===== src/rtl/tlb_ptw_arbiter_pkg.sv =====
`default_nettype none
// ============================================================================
// Module      : tlb_ptw_arbiter_pkg
// Description : Shared types and constants for the TLB miss / PTW arbiter.
//               Widths follow the Sv39 translation scheme.
// Revision    : 1.0 - initial release
// ============================================================================
package tlb_ptw_arbiter_pkg;

  // Sv39 field widths
  localparam int SV39_VPN_W = 27;
  localparam int SV39_PPN_W = 44;
  localparam int PTE_LVL_W  = 2;

  typedef enum logic [1:0] {
    ST_IDLE   = 2'd0,
    ST_ISSUE  = 2'd1,
    ST_WAIT   = 2'd2,
    ST_REFILL = 2'd3
  } ptw_arb_state_t;

  typedef struct packed {
    logic [SV39_VPN_W-1:0] vpn;
  } ptw_req_t;

  typedef struct packed {
    logic [SV39_PPN_W-1:0] ppn;
    logic [PTE_LVL_W-1:0]  level;
    logic                  fault;
  } ptw_resp_t;

  // Width of a requester index; never narrower than one bit
  function automatic int ptr_width(input int n);
    return (n > 1) ? $clog2(n) : 1;
  endfunction

endpackage
`default_nettype wire


===== src/rtl/tlb_ptw_arbiter_rr_arbiter.sv =====
`default_nettype none
// ============================================================================
// Module      : rr_arbiter
// Description : Round-robin grant. Picks the first valid requester at or
//               above ptr_i, wrapping to index 0. One-hot output, all zero
//               when en_i is low.
// Revision    : 1.0 - initial release
// ============================================================================
module rr_arbiter
  import tlb_ptw_arbiter_pkg::*;
#(
  parameter int REQ_N = 2
) (
  input  logic [REQ_N-1:0]            valid_i,
  input  logic [ptr_width(REQ_N)-1:0] ptr_i,
  input  logic                        en_i,
  output logic [REQ_N-1:0]            grant_o
);

  logic w_found;

  // Two passes: indices from the pointer upward, then the wrapped low part
  always_comb begin
    grant_o = '0;
    w_found = 1'b0;
    for (int i = 0; i < REQ_N; i++) begin
      if (!w_found && valid_i[i] && (i >= int'(ptr_i))) begin
        grant_o[i] = 1'b1;
        w_found    = 1'b1;
      end
    end
    for (int i = 0; i < REQ_N; i++) begin
      if (!w_found && valid_i[i] && (i < int'(ptr_i))) begin
        grant_o[i] = 1'b1;
        w_found    = 1'b1;
      end
    end
    if (!en_i) grant_o = '0;
  end

endmodule
`default_nettype wire


===== src/rtl/tlb_ptw_arbiter.sv =====
`default_nettype none
// ============================================================================
// Module      : tlb_ptw_arbiter
// Description : Shares one page-table walker between REQ_N TLB miss sources.
//               One walk in flight; sfence mid-walk kills the refill.
//               Optional macro TLB_PTW_ARB_MERGE_EN: requesters missing on
//               the walked VPN are retired alongside the refill.
// Revision    : 1.0 - initial release
// ============================================================================
module tlb_ptw_arbiter
  import tlb_ptw_arbiter_pkg::*;
#(
  parameter int REQ_N = 2,
  parameter int VPN_W = SV39_VPN_W,
  parameter int PPN_W = SV39_PPN_W,
  parameter int LVL_W = PTE_LVL_W
) (
  input  logic                        clk,
  input  logic                        reset_n,
  input  logic [REQ_N-1:0]            i_miss_valid,
  input  logic [REQ_N-1:0][VPN_W-1:0] i_miss_vpn,
  output logic [REQ_N-1:0]            o_miss_ready,
  output logic                        o_ptw_req_valid,
  output logic [VPN_W-1:0]            o_ptw_req_vpn,
  input  logic                        i_ptw_req_ready,
  input  logic                        i_ptw_resp_valid,
  input  logic [PPN_W-1:0]            i_ptw_resp_ppn,
  input  logic [LVL_W-1:0]            i_ptw_resp_level,
  input  logic                        i_ptw_resp_fault,
  output logic [REQ_N-1:0]            o_refill_valid,
  output logic [VPN_W-1:0]            o_refill_vpn,
  output logic [PPN_W-1:0]            o_refill_ppn,
  output logic [LVL_W-1:0]            o_refill_level,
  output logic                        o_refill_fault,
  input  logic                        i_sfence_valid,
  output logic                        o_busy
);

  localparam int PTR_W = ptr_width(REQ_N);

  ptw_arb_state_t   state_q;
  logic [PTR_W-1:0] ptr_q, ptr_d;
  logic             kill_q;
  logic [VPN_W-1:0] vpn_q;
  logic [REQ_N-1:0] owner_q;
  logic             ptw_req_valid_q;
  logic [REQ_N-1:0] refill_valid_q;
  logic [PPN_W-1:0] ppn_q;
  logic [LVL_W-1:0] lvl_q;
  logic             fault_q;

  logic [REQ_N-1:0] w_grant;
  logic [VPN_W-1:0] w_grant_vpn;
  logic [REQ_N-1:0] w_merge;
  logic             w_arb_en;

  // No grant outside IDLE, while flushing, or while reset is held
  assign w_arb_en = (state_q == ST_IDLE) && !i_sfence_valid && reset_n;

  rr_arbiter #(.REQ_N(REQ_N)) u_rr_arbiter (
    .valid_i (i_miss_valid),
    .ptr_i   (ptr_q),
    .en_i    (w_arb_en),
    .grant_o (w_grant)
  );

  // Grantee VPN mux and next round-robin pointer (grantee + 1, wrapping)
  always_comb begin
    w_grant_vpn = '0;
    ptr_d       = ptr_q;
    for (int i = 0; i < REQ_N; i++) begin
      if (w_grant[i]) begin
        w_grant_vpn = w_grant_vpn | i_miss_vpn[i];
        ptr_d       = (i == REQ_N - 1) ? '0 : PTR_W'(i + 1);
      end
    end
  end

`ifdef TLB_PTW_ARB_MERGE_EN
  // Other requesters already missing on the walked VPN share this refill
  always_comb begin
    w_merge = '0;
    if (state_q == ST_REFILL) begin
      for (int i = 0; i < REQ_N; i++) begin
        if (i_miss_valid[i] && !owner_q[i] && (i_miss_vpn[i] == vpn_q))
          w_merge[i] = 1'b1;
      end
    end
  end
`else
  assign w_merge = '0;
`endif

  // Walk sequencing FSM; every data/strobe output is a register here
  always_ff @(posedge clk or negedge reset_n) begin
    if (!reset_n) begin
      state_q         <= ST_IDLE;
      ptr_q           <= '0;
      kill_q          <= 1'b0;
      vpn_q           <= '0;
      owner_q         <= '0;
      ptw_req_valid_q <= 1'b0;
      refill_valid_q  <= '0;
      ppn_q           <= '0;
      lvl_q           <= '0;
      fault_q         <= 1'b0;
    end else begin
      case (state_q)
        ST_IDLE: begin
          if (|w_grant) begin
            vpn_q           <= w_grant_vpn;
            owner_q         <= w_grant;
            ptr_q           <= ptr_d;
            ptw_req_valid_q <= 1'b1;
            state_q         <= ST_ISSUE;
          end
        end
        ST_ISSUE: begin
          if (i_ptw_req_ready) begin
            // A flush racing the handshake lets the walk go but poisons it
            ptw_req_valid_q <= 1'b0;
            kill_q          <= i_sfence_valid;
            state_q         <= ST_WAIT;
          end else if (i_sfence_valid) begin
            ptw_req_valid_q <= 1'b0;
            state_q         <= ST_IDLE;
          end
        end
        ST_WAIT: begin
          if (i_ptw_resp_valid) begin
            if (kill_q || i_sfence_valid) begin
              kill_q  <= 1'b0;
              state_q <= ST_IDLE;
            end else begin
              ppn_q          <= i_ptw_resp_ppn;
              lvl_q          <= i_ptw_resp_level;
              fault_q        <= i_ptw_resp_fault;
              refill_valid_q <= owner_q;
              state_q        <= ST_REFILL;
            end
          end else if (i_sfence_valid) begin
            kill_q <= 1'b1;
          end
        end
        ST_REFILL: begin
          refill_valid_q <= '0;
          state_q        <= ST_IDLE;
        end
        default: state_q <= ST_IDLE;
      endcase
    end
  end

  assign o_miss_ready    = w_grant | w_merge;
  assign o_ptw_req_valid = ptw_req_valid_q;
  assign o_ptw_req_vpn   = vpn_q;
  assign o_refill_valid  = refill_valid_q | w_merge;
  assign o_refill_vpn    = vpn_q;
  assign o_refill_ppn    = ppn_q;
  assign o_refill_level  = lvl_q;
  assign o_refill_fault  = fault_q;
  assign o_busy          = (state_q != ST_IDLE);

endmodule
`default_nettype wire

===== config.mk =====
export PLATFORM = sky130hd
export DESIGN_NAME = tlb_ptw_arbiter
export DESIGN_NICKNAME = d
export VERILOG_FILES = /design/src/rtl/tlb_ptw_arbiter_pkg.sv /design/src/rtl/tlb_ptw_arbiter_rr_arbiter.sv /design/src/rtl/tlb_ptw_arbiter.sv
export SDC_FILE = /design/constraint.sdc
export NUM_CORES = 1
export LEC_CHECK = 0
export ABC_AREA = 1
export CAP_MARGIN = 20
export CELL_PAD_IN_SITES_DETAIL_PLACEMENT = 2
export CELL_PAD_IN_SITES_GLOBAL_PLACEMENT = 2
export CORE_MARGIN = 2
export CORE_UTILIZATION = 22
export CTS_BUF_LIST = sky130_fd_sc_hd__clkbuf_8
export DETAILED_ROUTE_END_ITERATION = 16
export PLACE_DENSITY = 0.93
export SYNTH_ARGS = -nofsm -noshare
export SYNTH_HDL_FRONTEND = slang
export SYNTH_HIERARCHICAL = 1
export SYNTH_SLANG_ARGS = --single-unit

===== constraint.sdc =====
create_clock -name clk -period 3.1 [get_ports clk]
set_input_delay 0.62 -clock clk [delete_from_list [all_inputs] [get_ports clk]]
set_output_delay 0.62 -clock clk [all_outputs]
set_load 0.1 [all_outputs]

==> impl_metrics.env <==
export IMPL_register_area_mm2=0.00208
export IMPL_timing_fmax_mhz=381
export IMPL_fin_crit_ns=2.63
export IMPL_synth_xor_area_frac=0
export IMPL_numCtsBuffers=9
export IMPL_fin_skew_ns=0.0113
export IMPL_fin_setup_tns_ns=0
export IMPL_yosysTopAreaCellShare=0.555
export IMPL_ant_nets=0
export IMPL_postSynthCellCount=437
export IMPL_synth_edf_count=0
export IMPL_synth_most_common_cell="nand2_1"
export IMPL_die_w_um=134
export IMPL_start_kind="primary input"
export IMPL_drt_pass1_iterations=4
export IMPL_area_delta_synth_final_pct=57.7
export IMPL_pre_cts_ws_ns=0.307
export IMPL_crit_path_max_fanout=5
export IMPL_grt_overflow=0
export IMPL_die_h_um=134
export IMPL_crit_type="primary input to primary output"
export IMPL_synth_mux_area_frac=0
export IMPL_drt_iter0_drc=76
export IMPL_async_flop_share=1.00
export IMPL_ys_seq_area_frac=0.555
export IMPL_clk_pin_slew_ns=0.09
export IMPL_tightestPinTransition_ns=0.610
export IMPL_synth_commonest_cells="nand2_1, dfrtp_1, inv_1, o21ai_0, nand3_1"
export IMPL_cts_tree="done"
export IMPL_synth_seq_cells=83
export IMPL_antenna_cells=0
export IMPL_vias=3632
export IMPL_syn_area_mm2=0.00374
export IMPL_finalHoldViolations=0
export IMPL_cp_required_ns=2.48
export IMPL_gp_congestion=0.827
export IMPL_dp_hpwl_mm=11.1
export IMPL_clk_latency_ns=0.36
export IMPL_syn_nets=545
export IMPL_synth_simple_area_share=0.212
export IMPL_grt_pass1_vias=4292
export IMPL_gr_usage_all_layers=0.159
export IMPL_coreArea_mm2=0.0166
export IMPL_rsz0062_at_grt="false"
export IMPL_period_share=0.847
export IMPL_clock_root_buffer="clkbuf_8"
export IMPL_postCtsSetupBuffers=0
export IMPL_layout_drive_gt1_share=0.223
export IMPL_cts_hold_buf=0
export IMPL_antenna_found_initial=0
export IMPL_synthFlopType="dfrtp_1"
export IMPL_wl_mm=14.0
export IMPL_clock_sinks=83
export IMPL_multi_input_area_mm2=0.00113
export IMPL_port_buffers=214
export IMPL_synth_top_family_by_area="simple AND/OR/NAND/NOR gates"
export IMPL_drc=0
export IMPL_crit_path_end_kind="primary output"
export IMPL_maxCapViolations=0
export IMPL_initial_utilization=0.226
export IMPL_cts_path_max_buffers=2
export IMPL_maxSlewViolCount=0
export IMPL_grt_max_degree=95
export IMPL_setup_viol_count_final=0
export IMPL_synth_compound_area_share=0.0873
export IMPL_routedWlPerCell_um=16.4
export IMPL_worstHoldPathType="primary input to asynchronous set/reset pin"
export IMPL_synth_area_leaders="dfrtp_1, nand2_1, buf_4"
export IMPL_relSlewSlack=0.593
export IMPL_dieArea_mm2=0.0181
export IMPL_syn_avg_cell_area_um2=8.56
export IMPL_fill_cells=1875
export IMPL_ios=215
export IMPL_cts_max_level=3
export IMPL_avgViaCountPerCell=4.28
export IMPL_cts_repair_resize_count=0
export IMPL_grt_pass1_wl_mm=22.4
export IMPL_ys_types=21
export IMPL_worst_slack_ns=0.475
export IMPL_rows=47
export IMPL_synth_fa_ha_area_frac=0
export IMPL_crit_arrival_ns=2.01
export IMPL_status="complete, no violations"
export IMPL_nNetsFinal=732
export IMPL_ys_warn_count=6
export IMPL_synth_top_area_cell="dfrtp_1"
==> registers in the layout, indices dropped and copies added (netlist names) <==
| name | count |
|---|---|
| o_refill_fault | 1 |
| kill_q | 1 |
| o_ptw_req_valid | 1 |
| o_refill_valid | 2 |
| o_refill_ppn | 44 |
| ptr_q | 1 |
| o_ptw_req_vpn | 27 |
| o_refill_level | 2 |
| owner_q | 2 |
| state_q | 2 |
==> layout make-up <==
type / instances / share of cell area
inverters: 58 / 0.0373
repair buffers: 219 / 0.330
multi-input cells: 253 / 0.191
clock buffers: 10 / 0.0233
flip-flops and latches: 83 / 0.352
well taps: 220 / 0.0467
clock inverters: 6 / 0.0191
==> cells by family (layout without fill, tap and decap cells) <==
kind of cell,Yosys count,count (layout)
DFF,83,83
and+or+nand+nor,193,193
AOI/OAI and AO/OA,60,60
buffers and inverters,101,293
==> path summary, 6_finish.rpt <==
check,end,slack (ns),from,depth (start not counted)
setup / recovery,o_miss_ready[1],0.47,i_sfence_valid,7
hold / removal,o_refill_ppn[40],0.34,reset_n,2
setup reg to reg,o_ptw_req_vpn[5],0.79,state_q[0],10
hold reg to reg,o_refill_ppn[36],0.50,o_refill_ppn[36],2
max in group asynchronous,o_refill_level[0],1.74,reset_n,3
min in group clk,o_refill_ppn[36],0.50,o_refill_ppn[36],2
==> layout by cell type, fill, tap and decap left out, types with 2 or more instances in the layout <==
cell type,instances
o22ai_1,2
nor2_1,8
clkdlybuf4s50_1,106
clkbuf_8,10
o21ai_1,18
inv_2,2
nand2_1,150
nor2_4,3
nand3_1,30
a21oi_2,2
buf_12,3
inv_1,55
o21ai_0,33
clkinv_4,2
bufinv_16,3
dfrtp_1,83
buf_4,110
a22o_1,3
==> routing by layer <==
layer / wire (um) / track usage
met1: 4950 / 0.163
met2: 8010 / 0.310
met3: 568 / 0.0246
met4: 428 / 0.0754
met5: 0 / 0
==> critical path, cell delays in order <==
cell and delay, ns:
clkdlybuf4s50_1 0.47, inv_1 0.10, nand2_1 0.06, nor2_1 0.16
nand2_1 0.08, a21oi_2 0.28, buf_12 0.22
==> through the flow <==
| stage | std cells | hold slack [ns] | util | cell area (um2) |
|---|---|---|---|---|
| 4_1_cts | 849 | 0.340 | 0.356 | 5900 |
| 5_1_grt | 849 | 0.366 | 0.356 | 5900 |
| 3_5_place_dp | 833 | 0.477 | 0.341 | 5650 |
| 3_3_place_gp | 833 | 0.466 | 0.341 | 5650 |
| 2_1_floorplan | 437 | 0.324 | - | 3750 |
| 6_report | 849 | 0.342 | 0.356 | 5900 |
Power is left out: the tool's default activity adds up to more than one toggle a clock period on the data nets, which glitch-free logic cannot reach.
